$ cat config.mk
export PLATFORM = sky130hd
export DESIGN_NAME = nrad
export DESIGN_NICKNAME = d
export VERILOG_FILES = /design/src/rtl/nrad.sv
export SDC_FILE = /design/constraint.sdc
export NUM_CORES = 1
export LEC_CHECK = 0
export CORE_MARGIN = 3
export CORE_UTILIZATION = 49
export DETAILED_ROUTE_END_ITERATION = 12
export PLACE_DENSITY = 0.84
export SLEW_MARGIN = 20
export SYNTH_ARGS = -nofsm -noshare
export SYNTH_HDL_FRONTEND = slang
export SYNTH_SLANG_ARGS = --single-unit
$ cat constraint.sdc
create_clock -name clk -period 1.5 [get_ports clk]
set_input_delay 0.375 -clock clk [delete_from_list [all_inputs] [get_ports clk]]
set_output_delay 0.375 -clock clk [all_outputs]
set_load 0.005 [all_outputs]
$ cat src/rtl/nrad.sv
// ---------------------------------------------------------------------------
// nrad -- pipelined non-restoring array divider (4-bit / 2-bit, unsigned)
//
// Computes X / Y as a 4-row array of controlled add/subtract cells, one row
// per quotient bit.
//
// Pipeline structure:
//   - An input capture stage registers X, Y and in_valid.
//   - Each of the four rows is followed by its own register.
//   - The remainder correction and the divide-by-zero override sit in
//     combinational logic after the last row register.
// An operation captured on edge t is presented on the outputs after edge t+4.
// A new operation may enter on every clock; there is no stall.
//
// Ports:
//   clk       in   1  rising-edge clock
//   rst_n     in   1  asynchronous active-low reset, clears every stage
//   in_valid  in   1  X/Y carry an operation this cycle
//   X         in   4  unsigned dividend
//   Y         in   2  unsigned divisor
//   out_valid out  1  Q/R/ovf/dz carry a result this cycle
//   Q         out  3  low three bits of floor(X/Y)
//   R         out  3  X mod Y, zero-extended
//   ovf       out  1  true quotient does not fit in three bits
//   dz        out  1  divisor was zero
// ---------------------------------------------------------------------------
module nrad (
   input  logic       clk,
   input  logic       rst_n,
   input  logic       in_valid,
   input  logic [3:0] X,
   input  logic [1:0] Y,
   output logic       out_valid,
   output logic [2:0] Q,
   output logic [2:0] R,
   output logic       ovf,
   output logic       dz
);

   // Three-bit ripple add/subtract built from G/P full-adder cells.
   // With sub=1, b is inverted and the carry-in is 1, giving a - b.
   function automatic logic [2:0] add_sub(input logic [2:0] a,
                                          input logic [2:0] b,
                                          input logic       sub);
      logic [2:0] bb;
      logic [2:0] s;
      logic       c;
      logic       g;
      logic       p;
      bb = b ^ {3{sub}};
      c  = sub;
      for (int i = 0; i < 3; i++) begin
         g    = a[i] & bb[i];
         p    = a[i] ^ bb[i];
         s[i] = p ^ c;
         c    = g | (p & c);
      end
      return s;
   endfunction

   // Stage 0: captured operands.
   logic       v0, dz0;
   logic [3:0] x0;
   logic [1:0] y0;

   // Stages 1..4: one register set per row.
   // The remaining dividend bits shrink by one bit per stage, and the
   // quotient grows by one bit per stage.
   logic       v1, v2, v3, v4;
   logic       dz1, dz2, dz3, dz4;
   logic [1:0] y1, y2, y3, y4;
   logic [2:0] pr1, pr2, pr3, pr4;
   logic [2:0] x1;
   logic [1:0] x2;
   logic       x3;
   logic       q1;
   logic [1:0] q2;
   logic [2:0] q3;
   logic [3:0] q4;

   // Row results.
   // The partial remainder is 3-bit two's complement. Intermediate shifts
   // can wrap, but every row result lies in [-Y, Y-1], so the wrap is harmless.
   // The first row starts from a zero partial remainder, so it always
   // subtracts. Each later row adds when the previous remainder was
   // negative and subtracts otherwise.
   logic [2:0] row3, row2, row1, row0;
   assign row3 = add_sub({2'b00, x0[3]},     {1'b0, y0}, 1'b1);
   assign row2 = add_sub({pr1[1:0], x1[2]},  {1'b0, y1}, ~pr1[2]);
   assign row1 = add_sub({pr2[1:0], x2[1]},  {1'b0, y2}, ~pr2[2]);
   assign row0 = add_sub({pr3[1:0], x3},     {1'b0, y3}, ~pr3[2]);

   // Pipeline registers.
   // Data moves on every edge regardless of valid.
   always_ff @(posedge clk or negedge rst_n) begin
      if (!rst_n) begin
         v0 <= 1'b0; dz0 <= 1'b0; x0 <= '0; y0 <= '0;
         v1 <= 1'b0; dz1 <= 1'b0; x1 <= '0; y1 <= '0; pr1 <= '0; q1 <= 1'b0;
         v2 <= 1'b0; dz2 <= 1'b0; x2 <= '0; y2 <= '0; pr2 <= '0; q2 <= '0;
         v3 <= 1'b0; dz3 <= 1'b0; x3 <= 1'b0; y3 <= '0; pr3 <= '0; q3 <= '0;
         v4 <= 1'b0; dz4 <= 1'b0; y4 <= '0; pr4 <= '0; q4 <= '0;
      end else begin
         v0  <= in_valid;
         dz0 <= (Y == 2'd0);
         x0  <= X;
         y0  <= Y;

         v1  <= v0;  dz1 <= dz0; y1 <= y0; x1 <= x0[2:0];
         pr1 <= row3; q1 <= ~row3[2];

         v2  <= v1;  dz2 <= dz1; y2 <= y1; x2 <= x1[1:0];
         pr2 <= row2; q2 <= {q1, ~row2[2]};

         v3  <= v2;  dz3 <= dz2; y3 <= y2; x3 <= x2[0];
         pr3 <= row1; q3 <= {q2, ~row1[2]};

         v4  <= v3;  dz4 <= dz3; y4 <= y3;
         pr4 <= row0; q4 <= {q3, ~row0[2]};
      end
   end

   // Final stage.
   // A negative final remainder is pulled back into [0, Y-1] by adding Y.
   // The quotient bits are already exact. A zero divisor overrides the
   // array result entirely.
   logic [2:0] rem_fixed;
   assign rem_fixed = pr4[2] ? add_sub(pr4, {1'b0, y4}, 1'b0) : pr4;

   assign out_valid = v4;
   assign dz        = dz4;
   assign Q         = dz4 ? 3'b111 : q4[2:0];
   assign R         = dz4 ? 3'b000 : rem_fixed;
   assign ovf       = dz4 ? 1'b0   : q4[3];

endmodule

* After elaboration in Yosys (flattened, before gate mapping) *
Cells that the tools add are included.

storage, ports and cells
  register bits = 52
  input port bits = 9
  output and inout port bits = 9
  logic and storage cells = 94

cells by class
  mux-type cells = 4
  bitwise logic cells = 62
  reduce and logical (&&, ||, !) cells = 1

operators with widths
  operator         count
  $xor 1x1->1      25
  $and 1x1->1      17
  $mux 3           3
  $xor 2x3->3      3
  $not 1->1        8
  $or 1x1->1       8
  $not 2->3        1
  $logic_not 2->1  1
  $mux 1           1

* Depth between registers and ports, before layout *
  word-level depth = 9
  gate-level depth with buffers = 5
  gate-level depth less buffers = 5

* Worst setup path before layout *
Ideal clock, no wire load.

  kind = reg-to-output
  from = reg y4[0]
  to = out R[1]
  arrival = 1.250 ns
  data required time = 1.125 ns
  slack = -0.125 ns
  cell stages (with the launch flop) = 5
  path buffers = 0
  path through = dfrtp_1 -> ha_1 -> inv_1 -> fa_1 -> a211oi_1

on the way
  longest elaborated chain between the ends = 4

RTL lines
  element                 line  RTL
  from (decl)             71    logic [1:0] y1, y2, y3, y4;
  from (signal assigned)  117   v4 <= v3; dz4 <= dz3; y4 <= y3;
  $and 1x1->1             53    g = a[i] & bb[i];
  $xor 1x1->1             55    s[i] = p ^ c;
  $mux 3                  127   assign rem_fixed = pr4[2] ? add_sub(pr4, {1'b0, y4}, 1'b0) : pr4;
  $mux 3                  132   assign R = dz4 ? 3'b000 : rem_fixed;
  to (decl)               35    output logic [2:0] R,

No other way between the ends.

* Worst setup path after layout *
  from = reg pr4[0]
  to = out R[1]

on the way
  longest elaborated chain between the ends = 4

RTL lines
  element                 line  RTL
  from (decl)             72    logic [2:0] pr1, pr2, pr3, pr4;
  from (signal assigned)  118   pr4 <= row0; q4 <= {q3, ~row0[2]};
  $and 1x1->1             53
  $xor 1x1->1             55
  $mux 3                  127
  $mux 3                  132

No other way between the ends.

==> impl_metrics.tcl <==
set metrics [dict create \
    clk_pin_slew_ps 130 \
    cts_buffers 5 \
    period_minus_slack_ps 2090 \
    drv_cap 0 \
    cts.sinks 52 \
    fin_skew_ps 2.83 \
    cpLargestDelayFamily "adder cells" \
    worstMarginPinSlew_ps 254 \
    area_growth_pct 23.2 \
    finalHoldViolCount 0 \
    cts_tree "built" \
    worstSetupStartpointType "register" \
    rsz0062_at_grt "yes" \
    ys_seq_area_frac 0.760 \
    slew_violations 0 \
    maxSlewHeadroom 0.831 \
    ys_top_cells_by_area "dfrtp_1 (76%), fa_1 (4.7%), xor2_1 (4.6%)" \
    detail-route-antenna-nets 0 \
    die_y_um 65.1 \
    seq_area_um2 1300 \
    path_max_fanout 2 \
    wl_um 2040 \
    io_pins 18 \
    avgViaCountPerCell 4.44 \
    dp_cells 170 \
    vdd_drop_max_v 0.000701 \
    clock_latency_ps 350 \
    mappedNetlistNets 121 \
    cellPowerDensity_nw_per_um2 1520 \
    nNetsFinal 154 \
    crit_type "reg2out" \
    drt-initial-drc-count 13 \
    layout.cells.non_filler 183 \
    arrival_ps 1710 \
    async_reset_ff_frac 1.00 \
    worst-path-buf-inv 2 \
    period_share 1.39 \
    yosysWarningCount 0 \
    wl_per_cell_um 11.1 \
    dieArea_um2 4240 \
    setup_viol 6 \
    gp_congestion 0.690 \
    drtPass1Iterations 4 \
    grt_max_degree 53 \
    final.setup.worst_slack_ps -589 \
    synth_top_area_share 0.760 \
    required_ps 1120 \
    dieWidth_um 65.1 \
    yosysMostFrequentCell "dfrtp_1" \
    grt_pass1_wl_um 3490 \
    vias 813 \
    grt_usage 0.115 \
    synth_flop_cell "dfrtp_1" \
    synth_edf_count 0 \
    grt_pass1_vias 863 \
    nFillCells 256 \
    fp.coreArea_um2 3200 \
    n_antenna_cell 0 \
    synth_largest_area_cell "dfrtp_1" \
    ys_ff_latch 52 \
    status "complete, but fails checks" \
    drive_gt1_frac 0.259 \
    io_buffers 17 \
    syn-instance-count 105 \
    antenna_found_initial 0 \
    worst_setup_path_end_kind "output port" \
    initial_core_util 0.535 \
    dp_hpwl_um 1390 \
    h-tree-depth 2 \
    path_cells "ha_2 -> inv_2 -> fa_1 -> a211oi_2 -> buf_2" \
    ys_top_cells_by_count "dfrtp_1 (52), inv_1 (14), xor2_1 (9), nor2_1 (7), fa_1 (4)" \
    multi_input_area_um2 382 \
    syn_avg_cell_area_um2 16.3 \
    rows 20 \
    cts-root-buf "clkbuf_4" \
    violations "negative setup slack" \
    max_stage_delay_ps 420 \
    p_leak_nw 1.01 \
    max_freq_mhz 479 \
    slowest_stage "fa_1" \
    grt_overflow 0 \
    clock_path_buffers 2 \
    drc 0 \
    dp_slack_ps -610 \
    ys_types 14 \
    hold_path.class "reg2reg" \
    syn_area_um2 1710 \
    fin_setup_tns_ps -1640 \
]
## layout by cell type (no fill, tap or decap), types with 2 or more instances in the layout
master           count
xnor2_2              3
clkbuf_4             5
ha_1                 2
buf_6                6
clkdlybuf4s50_1      7
or2_4                3
a21oi_1              3
xor2_1               9
nor2_1               7
buf_4                4
buf_2                5
fa_2                 3
dfrtp_1             51
inv_1               13
xnor2_1              3
## worst reg2reg max path, cell delays in order (launching register included)
cell	delay, ps
dfrtp_1	430
xor2_1	190
fa_2	390
xnor2_2	190
xor2_1	180
## registers in the layout, summed over array words and instances (netlist names), 3 cells and up
register / flops
pr3: 3
pr4: 3
x1: 3
x0: 4
q3: 3
q4: 4
pr1: 3
pr2: 3
## repair_timing
| action | in CTS | in global routing |
|---|---|---|
| hold endpoints to repair | 52 | 0 |
| endpoints found under the setup margin | 11 | 11 |
| gates cloned | 0 | 0 |
| pin swaps | 5 | 7 |
| hold buffers | 1 | 0 |
| setup buffers | 3 | 1 |
| resized for setup | 43 | 1 |
## logic make-up (layout without fill, tap and decap cells)
logic type / after synthesis / in the layout / share of synthesized area
fa+ha+maj: 7 / 7 / 0.0687
simple gates: 12 / 12 / 0.0321
xor+xnor: 15 / 15 / 0.0899
compound gates: 4 / 4 / 0.0131
buf+inv: 14 / 48 / 0.0307
flops: 52 / 52 / 0.760
mux: 1 / 1 / 0.00584
## report_power, final
part | internal (mW) | total [mW] | switching, mW | leakage (nW)
registers | 1.61 | 1.72 | 0.113 | 0.613
clock network | 0.350 | 0.736 | 0.387 | 0.0422
logic | 0.437 | 0.751 | 0.313 | 0.353
## metal layers
metal	vias up	wire length (um)	GRT usage
li1	378	-	-
met1	409	641	0.0912
met2	24	1240	0.232
met3	2	143	0.0564
met4	0	10	0.0389
met5	-	0	0
## stage by stage
step           utilization  area [um^2]  hold slack, ps  total power, mW
3_5_place_dp         0.619         1980             335             2.50
3_3_place_gp         0.619         1980             332             2.42
4_1_cts              0.655         2100             364             3.25
5_1_grt              0.659         2110             372             3.42
2_1_floorplan            -         1720            79.4             2.17
6_report             0.659         2110             362             3.21
## cell type report
| cell class | instances | share of cell area |
|---|---|---|
| sequential | 52 | 0.617 |
| multi-input combinational | 39 | 0.181 |
| timing repair buffer | 26 | 0.114 |
| tap | 44 | 0.0261 |
| inverter | 14 | 0.0249 |
| clock buffer | 6 | 0.0196 |
| clock inverter | 2 | 0.0166 |
## path summary, 6_finish.rpt
kind | from | to | slack (ps) | cells after the start
hold reg to reg | v1 | v2 | 360 | 0
setup reg to reg | pr1[2] | q2[0] | 50 | 4
hold / removal | v1 | v2 | 360 | 0
setup / recovery | pr4[0] | R[1] | -590 | 5
max in group asynchronous | rst_n | dz | 750 | 3
min in group asynchronous | rst_n | x0[2] | 530 | 3
(Power assumes the default switching activity.)
